## src/rtl/seven_seg_if.sv

```systemverilog
// seven_seg_if: digit data in, scanned anode/segment drive out.
// master = upstream/board side, slave = scanner.
interface seven_seg_if #(
  parameter int NUM_DIGITS = 4
);
  logic [4*NUM_DIGITS-1:0] values;
  logic [NUM_DIGITS-1:0]   digit_en;
  logic [NUM_DIGITS-1:0]   dp_in;
  logic [NUM_DIGITS-1:0]   anode;
  logic [6:0]              segs;
  logic                    dp;
  logic                    digit_tick;

  modport master (
    output values, digit_en, dp_in,
    input  anode, segs, dp, digit_tick
  );

  modport slave (
    input  values, digit_en, dp_in,
    output anode, segs, dp, digit_tick
  );
endinterface

```

## src/rtl/seven_seg_scanner.sv

```systemverilog
// seven_seg_scanner: multiplexed common-anode 7-seg driver.
// Optional macro SEVEN_SEG_LEADING_ZERO_BLANK_EN: blank leading zeros.
module seven_seg_scanner #(
  parameter int NUM_DIGITS  = 4,
  parameter int REFRESH_DIV = 100000
) (
  input logic       clk,
  input logic       reset,
  seven_seg_if.slave bus
);
  localparam int CW = (REFRESH_DIV > 1) ? $clog2(REFRESH_DIV) : 1;
  localparam int IW = (NUM_DIGITS > 1) ? $clog2(NUM_DIGITS) : 1;
  localparam logic [CW-1:0] CNT_LAST = CW'(REFRESH_DIV - 1);
  localparam logic [IW-1:0] IDX_LAST = IW'(NUM_DIGITS - 1);

  logic [CW-1:0]         refresh_cnt;
  logic [IW-1:0]         scan_idx;
  logic                  wrap;
  logic                  adv;
  logic [3:0]            nibble;
  logic [6:0]            glyph;
  logic                  show;
  logic [NUM_DIGITS-1:0] lz_blank;
  logic [NUM_DIGITS-1:0] anode_q;
  logic [6:0]            segs_q;
  logic                  dp_q;
  logic                  tick_q;

  assign wrap   = (refresh_cnt == CNT_LAST);
  assign nibble = bus.values[{scan_idx, 2'b00} +: 4];

  // Dwell counter and digit index rotation.
  always_ff @(posedge clk) begin
    if (reset) begin
      refresh_cnt <= '0;
      scan_idx    <= '0;
    end else begin
      refresh_cnt <= wrap ? '0 : refresh_cnt + 1'b1;
      if (wrap)
        scan_idx <= (scan_idx == IDX_LAST) ? '0 : scan_idx + 1'b1;
    end
  end

`ifdef SEVEN_SEG_LEADING_ZERO_BLANK_EN
  // Suppress a zero digit while all enabled higher digits are zero.
  always_comb begin
    logic upper_zero;
    lz_blank   = '0;
    upper_zero = 1'b1;
    for (int j = NUM_DIGITS - 1; j >= 0; j--) begin
      lz_blank[j] = (j != 0) && upper_zero &&
                    (bus.values[4*j +: 4] == 4'h0);
      if (bus.digit_en[j])
        upper_zero = upper_zero &&
                     (bus.values[4*j +: 4] == 4'h0);
    end
  end
`else
  assign lz_blank = '0;
`endif

  assign show = bus.digit_en[scan_idx] && !lz_blank[scan_idx];

  // Active-low hex font, bit 6 = g .. bit 0 = a.
  always_comb begin
    glyph = 7'b1111111;
    unique case (nibble)
      4'h0: glyph = 7'b1000000;
      4'h1: glyph = 7'b1111001;
      4'h2: glyph = 7'b0100100;
      4'h3: glyph = 7'b0110000;
      4'h4: glyph = 7'b0011001;
      4'h5: glyph = 7'b0010010;
      4'h6: glyph = 7'b0000010;
      4'h7: glyph = 7'b1111000;
      4'h8: glyph = 7'b0000000;
      4'h9: glyph = 7'b0010000;
      4'hA: glyph = 7'b0001000;
      4'hB: glyph = 7'b0000011;
      4'hC: glyph = 7'b1000110;
      4'hD: glyph = 7'b0100001;
      4'hE: glyph = 7'b0000110;
      4'hF: glyph = 7'b0001110;
    endcase
  end

  // Registered drive; blanked digits keep their anode strobe.
  always_ff @(posedge clk) begin
    if (reset) begin
      anode_q <= '1;
      segs_q  <= 7'b1111111;
      dp_q    <= 1'b1;
      adv     <= 1'b0;
      tick_q  <= 1'b0;
    end else begin
      anode_q <= ~(NUM_DIGITS'(1) << scan_idx);
      segs_q  <= show ? glyph : 7'b1111111;
      dp_q    <= show ? ~bus.dp_in[scan_idx] : 1'b1;
      adv     <= wrap;
      tick_q  <= adv;
    end
  end

  assign bus.anode      = anode_q;
  assign bus.segs       = segs_q;
  assign bus.dp         = dp_q;
  assign bus.digit_tick = tick_q;
endmodule

```

## src/flat_wrapper.sv

```systemverilog
// flat-port wrapper written by rule: the top's interface ports become plain ports
module seven_seg_scanner_flat 
#(
  parameter int NUM_DIGITS  = 4,
  parameter int REFRESH_DIV = 100000
)
  (clk, reset, bus_values, bus_digit_en, bus_dp_in, bus_anode, bus_segs, bus_dp, bus_digit_tick);
  seven_seg_if #(.NUM_DIGITS(NUM_DIGITS)) bus_i ();
  input logic clk;
  input logic reset;
  input wire logic [$bits(bus_i.values)-1:0] bus_values;
  input wire logic [$bits(bus_i.digit_en)-1:0] bus_digit_en;
  input wire logic [$bits(bus_i.dp_in)-1:0] bus_dp_in;
  output wire logic [$bits(bus_i.anode)-1:0] bus_anode;
  output wire logic [$bits(bus_i.segs)-1:0] bus_segs;
  output wire logic [$bits(bus_i.dp)-1:0] bus_dp;
  output wire logic [$bits(bus_i.digit_tick)-1:0] bus_digit_tick;
  assign bus_i.values = bus_values;
  assign bus_i.digit_en = bus_digit_en;
  assign bus_i.dp_in = bus_dp_in;
  assign bus_anode = bus_i.anode;
  assign bus_segs = bus_i.segs;
  assign bus_dp = bus_i.dp;
  assign bus_digit_tick = bus_i.digit_tick;
  seven_seg_scanner #(.NUM_DIGITS(NUM_DIGITS), .REFRESH_DIV(REFRESH_DIV)) u_core (.clk(clk), .reset(reset), .bus(bus_i));
endmodule
```

## config.mk

```make
export PLATFORM = sky130hd
export DESIGN_NAME = seven_seg_scanner_flat
export DESIGN_NICKNAME = d
export VERILOG_FILES = /design/src/rtl/seven_seg_if.sv /design/src/rtl/seven_seg_scanner.sv /design/src/flat_wrapper.sv
export SDC_FILE = /design/constraint.sdc
export NUM_CORES = 1
export LEC_CHECK = 0
export CORE_ASPECT_RATIO = 0.7
export CORE_UTILIZATION = 46
export CTS_BUF_LIST = sky130_fd_sc_hd__clkbuf_4 sky130_fd_sc_hd__clkbuf_8
export DETAILED_ROUTE_END_ITERATION = 8
export PLACE_DENSITY = 0.89
export SKIP_CTS_REPAIR_TIMING = 1
export SYNTH_ARGS = -nofsm -noshare
export SYNTH_HDL_FRONTEND = slang
export SYNTH_SLANG_ARGS = --single-unit
```

## constraint.sdc

```tcl
create_clock -name clk -period 2 [get_ports clk]
set_clock_uncertainty 0.15 [all_clocks]
set_input_delay 0.5 -clock clk [delete_from_list [all_inputs] [get_ports clk]]
set_output_delay 0.5 -clock clk [all_outputs]
set_load 0.02 [all_outputs]
```

Yosys cells after proc, flatten, opt, wreduce, memory -nomap -nowiden

Memory sizes are Yosys's and may differ from the RTL's. A register that Yosys moved wholly into a read port is not among the register bits.
Cells that the tools add are included.

Bits in registers: 26
Logic and storage cells: 28
Output and inout port bits: 13
Input port bits: 26
ROM bits: 112
Memories kept: 1

Memories:

| memory           | depth | width | read ports | clocked after memory_dff | write ports | line                    | source |
|---|---|---|---|---|---|---|---|
| (name not given) | 16    | 7     | 1          | 1                        | 0           | seven_seg_scanner.sv:67 | `unique case (nibble)` |

Order comparisons: 1
Add/sub/neg operators: 2
Multiplexer cells: 7
Reduce and logical (&&, ||, !) cells: 4
Bitwise gates (word level): 3
Eq/ne operators: 2
Shift-type cells: 2

Operators by type and width:

| kind                                               | count |
|---|---|
| adder 17 x 1 -> 17 bit, second input constant      | 1 |
| == test 17 bit, second input constant              | 1 |
| indexed part select 16 x 5 -> 4 bit                | 1 |
| binary-select mux 1 bit (select 2 bit)             | 3 |
| inverter 4 bit                                     | 1 |
| OR reduction 2 bit                                 | 2 |
| << shifter 1 x 2 -> 4 bit, first input constant    | 1 |
| < comparator 2 x 3 -> 1 bit, second input constant | 1 |
| 2-to-1 mux 1 bit                                   | 3 |
| adder 2 x 1 -> 2 bit, second input constant        | 1 |
| == test 2 bit, second input constant               | 1 |
| 2-to-1 mux 2 bit                                   | 1 |
| inverter 1 bit                                     | 2 |
| logical AND 1 bit                                  | 1 |
| logical NOT 1 bit                                  | 1 |

Logic depth before layout (Yosys ltp)

Gate-level depths: netlist (run 1).

Depth after elaboration: 6
Gate-level depth with buffers: 8
Depth with buffers taken out: 7

Least setup slack after synthesis (run 1)

OpenSTA, ideal clock, no wires.

Path type: reg2reg
Start point: register u_core.scan_idx[0]
End point: register u_core.segs_q[3], in the netlist u_core.bus.segs[3]
Required time: 1725 ps
Setup time: 125 ps
Slack: -82 ps
Cell stages (with the launch flop): 7
Path buffers: 1
Clock period less this slack: 2082 ps
Arrival: 1807 ps
Path through: dfxtp_1 -> buf_6 -> mux4_1 -> ha_1 -> mux2_4 -> mux2i_1 -> nand2_1

Word-level cells in the longest chain between the ends: 6
Elaborated cells on any way between the ends: 9
Those cells by class: shift: 1; mux: 4; bitwise: 1; reduce/logical: 3

Ends and longest elaborated chain:

| element                                | line                    | source |
|---|---|---|
| from (decl)                            | seven_seg_scanner.sv:17 | `logic [IW-1:0] scan_idx;` |
| from (signal assigned)                 | seven_seg_scanner.sv:40 | `scan_idx <= (scan_idx == IDX_LAST) ? '0 : scan_idx + 1'b1;` |
| binary-select mux 1 bit (select 2 bit) | seven_seg_scanner.sv:62 | `assign show = bus.digit_en[scan_idx] && !lz_blank[scan_idx];` |
| 2-to-1 mux 1 bit (implied by the code) | seven_seg_scanner.sv:62 |  |
| logical NOT 1 bit                      | seven_seg_scanner.sv:62 |  |
| logical AND 1 bit                      | seven_seg_scanner.sv:62 |  |
| inverter 1 bit (no line)               | --                      |  |
| OR reduction 2 bit (no line)           | --                      |  |
| to (decl)                              | seven_seg_scanner.sv:25 | `logic [6:0] segs_q;` |

Parallel ways exist; a longest one is shown, timed or not. The select of a mux whose other input is x is not followed.
A chain may end at the register's enable or synchronous reset.

Final worst setup path (run 1)

Same ends and word-level chain as after synthesis.

==> summary.md, run 1 <==
| Metric | Value |
|---|---|
| Slowest CP cell | mux4_2 |
| Final GP Congestion | 0.9442 |
| Seq/Total Area, Yosys | 40.15% |
| Worst-path clk slew | 0.07 ns |
| Vias | 1437 |
| Initial DRT Pass Iterations | 4 |
| Worst slew pin tran | 0.3427 ns |
| Final Util | 72.54% |
| Commonest cells after routing, fill and taps aside | dfxtp_1 (31), clkdlybuf4s50_1 (22), dlymetal6s2s_1 (16) |
| Initial Util | 50.23% |
| Total grt overflow | 0 |
| Worst reg-to-reg path cell count | 5 |
| Remaining antenna violation count after routing | 0 |
| Primary FF master, synth | dfxtp_1 |
| Ranking of synthesized cells by area | dfxtp_1 (40%), ha_1 (8.4%), mux4_1 (6.4%) |
| Worst path max stage delay | 0.64 ns |
| Pwr dens | 644.8 nW/um^2 |
| Layout area overhead | 44.41% |
| Area of the mapped netlist | 1645 um^2 |
| Fin nets | 253 |
| M2 GR Usage | 35.02% |
| CP endpoint kind | flip-flop |
| Non-Filler Instances | 264 |
| Leakage | 1.046 nW |
| Critical path class | reg -> reg |
| Number of global-route vias before repair | 1316 |
| Crit Reg-Reg Endpoint | u_core.bus.segs[3]$_SDFF_PP1_ |
| Clock Sinks | 33 |
| Num ports | 39 |
| Worst R2R Setup Slack | 0.03 ns |
| Core ar. | 3276 um^2 |
| Syn_area_per_cell | 10.03 um^2 |
| Post-DR vias/cell | 5.443 |
| Met1 track demand over resource | 29.11% |
| Tcrit/Tclk final | 98.72% |
| Share of layout cells above drive strength 1 | 20.74% |
| Pins Over Slew Limit | 0 |
| Crit-path max FO | 5 |
| Status | complete, no violations |
| Placed insts | 254 |
| Worst Path Required | 2.01 ns |
| Post-synth net total | 201 |
| DIE AREA | 3824 um^2 |
| Maximum vdd drop | 0.3295 mV |
| Global-route wire length before repair | 6147 um |
| Top cell type's share of synthesized area | 40.15% |
| Fin. Hold Viols | 0 |
| Hold path cells | 1 |
| Initial DRC count | 156 |
| # setup viols final | 0 |
| Worst path cell trace | mux4_2 > ha_4 > mux2_4 > mux2i_1 > nand2_1 |
| FP Rows | 17 |
| Worst slack at placement | -0.4793 ns |
| Post-synth EDFFs | 0 |
| Fmax | 506.5 MHz |
| CTS Buffer Depth | 2 |
| H-tree depth | 2 |
| Yosys top cell by area | dfxtp_1 |
| Yosys reg bits | 33 |
| Drt drc | 0 |
| Crit path time final | 1.974 ns |
| Die Width | 73.48 um |
| Diodes inserted | 0 |
| Max_cap viols | 0 |
| GR Util met3 | 4.264% |
| Final wirelength | 4154 um |
| Die height | 52.04 um |
| Synth cell types | 38 |
| Largest net degree at the start of global routing | 17 |
| PnR worst setup slack | 0.02552 ns |
| Hold Crit Class | reg -> reg |
| Most common cell after layout, fill and taps aside | dfxtp_1 |
| Type of origin of the critical path | flip-flop |
| Async S/R FF share, synth | 0% |
| GR peak layer | met2 |
| Hold path start | u_core.refresh_cnt[0]$_SDFF_PP0_ |
| Initial antenna violation count | 0 |
| Per-cell routed wire length | 15.73 um |
| Power, Total | 1.532 mW |
| PortBufs | 38 |
| Slew Limit Headroom | 77.05% |
| Crit Reg-Reg Startpoint | u_core.scan_idx[0]$_SDFFE_PP0N_ |
| CTS tree | done |
| # fillers | 238 |
| Clock Latency Late Sink | 0.28 ns |
| Root buf cell | clkbuf_8 |
| Hold Crit Endpoint | u_core.refresh_cnt[0]$_SDFF_PP0_ |
| Total CTS buffers | 5 |
| Mapped Cells | 164 |
| Gr usage total | 22.00% |
| Final HPWL DP | 2734 um |
| Worst Path Arrival | 1.98 ns |
| Yosys warns | 0 |
## cells in the mapped netlist (4+ instances only)
master / number
nand2b_1: 4
a21oi_1: 7
o221ai_1: 4
xor2_1: 6
nand3_1: 9
inv_1: 9
or3_1: 4
and3_1: 4
nand2_1: 7
nor2_1: 14
nand4_1: 5
ha_1: 11
dfxtp_1: 33
o21ai_0: 5
mux4_1: 4
xnor2_1: 5
## per-stage QoR
stage	hold WS, ns	setup TNS (ns)	cell area, um^2
CTS	0.3120	-0.8076	2243
finish	0.2973	0	2376
global placement	0.2933	-2.397	2123
global route	0.3204	-0.03892	2376
floorplan	0.2638	0	1638
detailed placement	0.3024	-2.736	2123
## final cells by class
class / count / area, um^2 / share of cell area, %
Tap cell: 47 / 58.81 / 2.475
Inverter: 9 / 38.79 / 1.632
Timing Repair Buffer: 53 / 540.5 / 22.75
Multi-Input combinational cell: 114 / 954.7 / 40.18
Clock buffer: 7 / 90.09 / 3.791
Sequential cell: 33 / 663.1 / 27.91
Clock inverter: 1 / 30.03 / 1.264
## cells by family (layout without fill, tap and decap cells)
| family | Yosys count | after routing | synth area share (%) |
|---|---|---|---|
| buffers and inverters | 17 | 70 | 5.171 |
| AO/OA/AOI/OAI | 20 | 20 | 7.680 |
| adder cells (fa/ha/maj) | 11 | 11 | 8.365 |
| AND/OR/NAND/NOR | 62 | 62 | 20.91 |
| multiplexers | 10 | 10 | 11.86 |
| XOR/XNOR | 11 | 11 | 5.855 |
| flip-flops | 33 | 33 | 40.15 |
## worst max-delay path by stage
stage / startpoint / to / slack (ns) / depth (start not counted)
2_1_floorplan: u_core.scan_idx[0]$_SDFFE_PP0N_ / u_core.bus.segs[3]$_SDFF_PP1_ / 0.01 / 6
3_3_place_gp: bus_values[13] / u_core.bus.segs[3]$_SDFF_PP1_ / -0.40 / 6
3_5_place_dp: bus_values[12] / u_core.bus.segs[1]$_SDFF_PP1_ / -0.48 / 6
4_1_cts: bus_values[12] / u_core.bus.segs[1]$_SDFF_PP1_ / -0.20 / 6
5_1_grt: u_core.scan_idx[0]$_SDFFE_PP0N_ / u_core.bus.segs[3]$_SDFF_PP1_ / -0.02 / 7
6_report: u_core.scan_idx[0]$_SDFFE_PP0N_ / u_core.bus.segs[3]$_SDFF_PP1_ / 0.03 / 5
## layer usage
layer | up-vias | share of wire (%)
met1 | 685 | 42
met2 | 59 | 50
met3 | 7 | 6.1
met4 | 0 | 1.7
li1 | 686 | -
met5 | - | 0
## power by group
group | switching (mW) | leakage, nW | internal [mW]
registers | 0.00795 | 0.269 | 0.673
logic | 0.0822 | 0.715 | 0.110
clock network | 0.239 | 0.0619 | 0.420
total | 0.330 | 1.05 | 1.20
## state kept, by name, indices dropped and copies added (netlist names)
signal and cells:
u_core.refresh_cnt 17, u_core.bus.segs 7, u_core.bus.anode 4, u_core.scan_idx 2
u_core.adv 1, u_core.bus.digit_tick 1, u_core.bus.dp 1
## worst max-delay path, delay by kind of cell, from the launching register on
family,cells,cell delay (ns)
mux,3,1.04
flops,1,0.38
fa+ha+maj,1,0.21
simple gates,1,0.06
(Power assumes the default switching activity.)
==> run 2, diff against run 1 <==
- CORE_MARGIN: default -> 2
==> run 2 against run 1 <==
Compared with the run above:
- cell area is 2.2% lower
- first-iteration DRC count is 64% lower
- utilization is 5.5 points lower
- critical endpoint unchanged
- via count is 4.3% lower
- highest routed layer unchanged
- worst setup slack hardly changed
- register-to-register slack hardly changed
- sequential power hardly changed
- global-route usage is 1.7 points lower
==> summary.md, run 2 (synthesis results as in run 1) <==
| Metric | Value |
|---|---|
| Status | complete, no violations |
| Pwr dens | 593.1 nW/um^2 (-8.0%) |
| GR Util met3 | 6.742% (+2.5 points) |
| Fin. Hold Viols | 0 (unchanged) |
| Met1 track demand over resource | 26.43% (-2.7 points) |
| Clock Sinks | 33 (unchanged) |
| Total grt overflow | 0 (unchanged) |
| Gr usage total | 20.34% (-1.7 points) |
| Initial DRC count | 56 (-64%) |
| Drt drc | 0 (unchanged) |
| Clk network pwr share | 36.6% (-6.4 points) |
| Cell family with most CP delay | multiplexers |
| Global-route wire length before repair | 5844 um (-4.9%) |
| Slowest CP cell | mux4_2 |
| Worst path max stage delay | 0.55 ns (-0.09 ns) |
| Crit path time final | 1.974 ns (-0.00005840 ns) |
| M2 GR Usage | 29.71% (-5.3 points) |
| Setup_tns | 0 ns (unchanged) |
| Worst path cell trace | clkdlybuf4s50_1 > mux4_2 > mux2_4 > mux2i_1 > nand2_1 |
| CP endpoint kind | flip-flop |
| Initial antenna violation count | 0 (unchanged) |
| Pins Over Slew Limit | 0 (unchanged) |
| Worst Path Required | 2.02 ns (about the same) |
| FP Rows | 18 (+1) |
| H-tree depth | 2 (unchanged) |
| Root buf cell | clkbuf_8 |
| GR peak layer | met2 |
| Hold Crit Class | reg -> reg |
| Crit-path max FO | 4 (-1) |
| CTS tree | done |
| Maximum vdd drop | 0.3546 mV (+7.6%) |
| # fillers | 278 (+17%) |
| Core ar. | 3468 um^2 (+5.9%) |
| CTS Buffer Depth | 2 (unchanged) |
| Slew Limit Headroom | 76.76% (-0.29 points) |
| PnR worst setup slack | 0.02558 ns (+0.00005840 ns) |
| Post-DR vias/cell | 5.150 (-5.4%) |
| Diodes inserted | 0 (unchanged) |
| Final GP Congestion | 0.8918 (-5.5%) |
| Max_cap viols | 0 (unchanged) |
| Total CTS buffers | 5 (unchanged) |
| Largest net degree at the start of global routing | 17 (unchanged) |
| Fmax | 506.5 MHz (about the same) |
| Final wirelength | 3952 um (-4.9%) |
| Crit path buffers/inverters | 1 (+1) |
| Top reg by flops | u_core.refresh_cnt |
| Final HPWL DP | 2769 um (+1.3%) |
| Number of flip-flops under the largest register name | 17 (unchanged) |
| Seq pwr share | 49.2% (+4.7 points) |
| Worst slew pin tran | 0.3471 ns (+0.004369 ns) |
| Worst slack at placement | -0.4858 ns (-0.006498 ns) |
| Clock Latency Late Sink | 0.29 ns (about the same) |
| Tcrit/Tclk final | 98.72% (about the same) |
| Leakage | 0.9666 nW (-7.6%) |
| Die height | 54.04 um (+3.8%) |
| # setup viols final | 0 (unchanged) |
| Commonest cells after routing, fill and taps aside | dfxtp_1 (32), clkdlybuf4s50_1 (29), nor2_1 (14) |
| Layout area overhead | 41.22% |
| Switch Pwr | 0.3389 mW (+2.8%) |
| Worst-path clk slew | 0.07 ns (about the same) |
| Initial DRT Pass Iterations | 4 (unchanged) |
| Per-cell routed wire length | 14.80 um (-5.9%) |
| Worst Path Arrival | 2.00 ns (+0.02 ns) |
| Vias | 1375 (-4.3%) |
| Pint | 1.039 mW (-14%) |
| DIE AREA | 4079 um^2 (+6.7%) |
| Type of origin of the critical path | input port |
| Number of global-route vias before repair | 1253 (-4.8%) |
| Num ports | 39 (unchanged) |
| Die Width | 75.48 um (+2.7%) |
| Critical path class | in -> reg |
| Remaining antenna violation count after routing | 0 (unchanged) |
| Combinational Power Share | 14.2% (+1.7 points) |
| Switching Share | 24.59% (+3.1 points) |
| Initial Util | 47.44% (-2.8 points) |
| Most common cell after layout, fill and taps aside | dfxtp_1 |
| Share of layout cells above drive strength 1 | 18.89% (-1.8 points) |
| Fin nets | 253 (unchanged) |
| PortBufs | 38 (unchanged) |
==> run 2: changes by cell type in the layout (fill, tap and decap cells not counted), moves of 2 or more <==
cell,previous run,this run
clkinv_2,0,2
dlymetal6s2s_1,16,9
dfxtp_2,2,0
clkdlybuf4s50_1,22,29
==> run 2: worst paths after layout <==
kind	start	end	slack (ns)	depth (start not counted)
max	bus_values[14]	u_core.bus.segs[3]$_SDFF_PP1_	0.03	5
min	u_core.adv$_SDFF_PP0_	u_core.bus.digit_tick$_SDFF_PP0_	0.29	1
max reg2reg	u_core.scan_idx[0]$_SDFFE_PP0N_	u_core.bus.segs[3]$_SDFF_PP1_	0.04	5
min reg2reg	u_core.adv$_SDFF_PP0_	u_core.bus.digit_tick$_SDFF_PP0_	0.29	1
==> run 2: power by group through the flow <==
stage	Combinational, mW	Sequential [mW]	Clock [mW]
after floorplan	0.0690	0.708	0
after global placement	0.178	0.695	0
after detailed placement	0.184	0.695	0
after CTS	0.186	0.680	0.503
after global routing	0.208	0.681	0.541
final	0.195	0.679	0.504
==> run 2: layout make-up <==
| type | count | area (um^2) | share of cell area [%] |
|---|---|---|---|
| Clock inverter | 2 | 10.01 | 0.4308 |
| Multi-Input combinational cell | 114 | 942.2 | 40.55 |
| Tap cell | 50 | 62.56 | 2.693 |
| Sequential cell | 33 | 664.4 | 28.59 |
| Inverter | 9 | 36.28 | 1.562 |
| Timing Repair Buffer | 53 | 531.8 | 22.89 |
| Clock buffer | 6 | 76.32 | 3.285 |
==> run 2: through the flow <==
stage | util [%] | cell area, um^2 | instances | hold slack (ns) | total power [mW]
floorplan | - | 1638 | 164 | 0.2638 | 0.7765
global placement | 62.12 | 2155 | 259 | 0.2771 | 0.8731
detailed placement | 62.12 | 2155 | 259 | 0.2758 | 0.8792
CTS | 64.61 | 2241 | 267 | 0.2915 | 1.368
global route | 66.99 | 2323 | 267 | 0.3129 | 1.430
finish | 66.99 | 2323 | 267 | 0.2888 | 1.378
==> run 2: routing by layer <==
metal | part of all wire, % | wire, um | vias up
li1 | - | - | 683
met1 | 45 | 1787 | 634
met2 | 46 | 1826 | 47
met3 | 5.9 | 235 | 11
met4 | 2.6 | 104 | 0
met5 | 0 | 0 | -
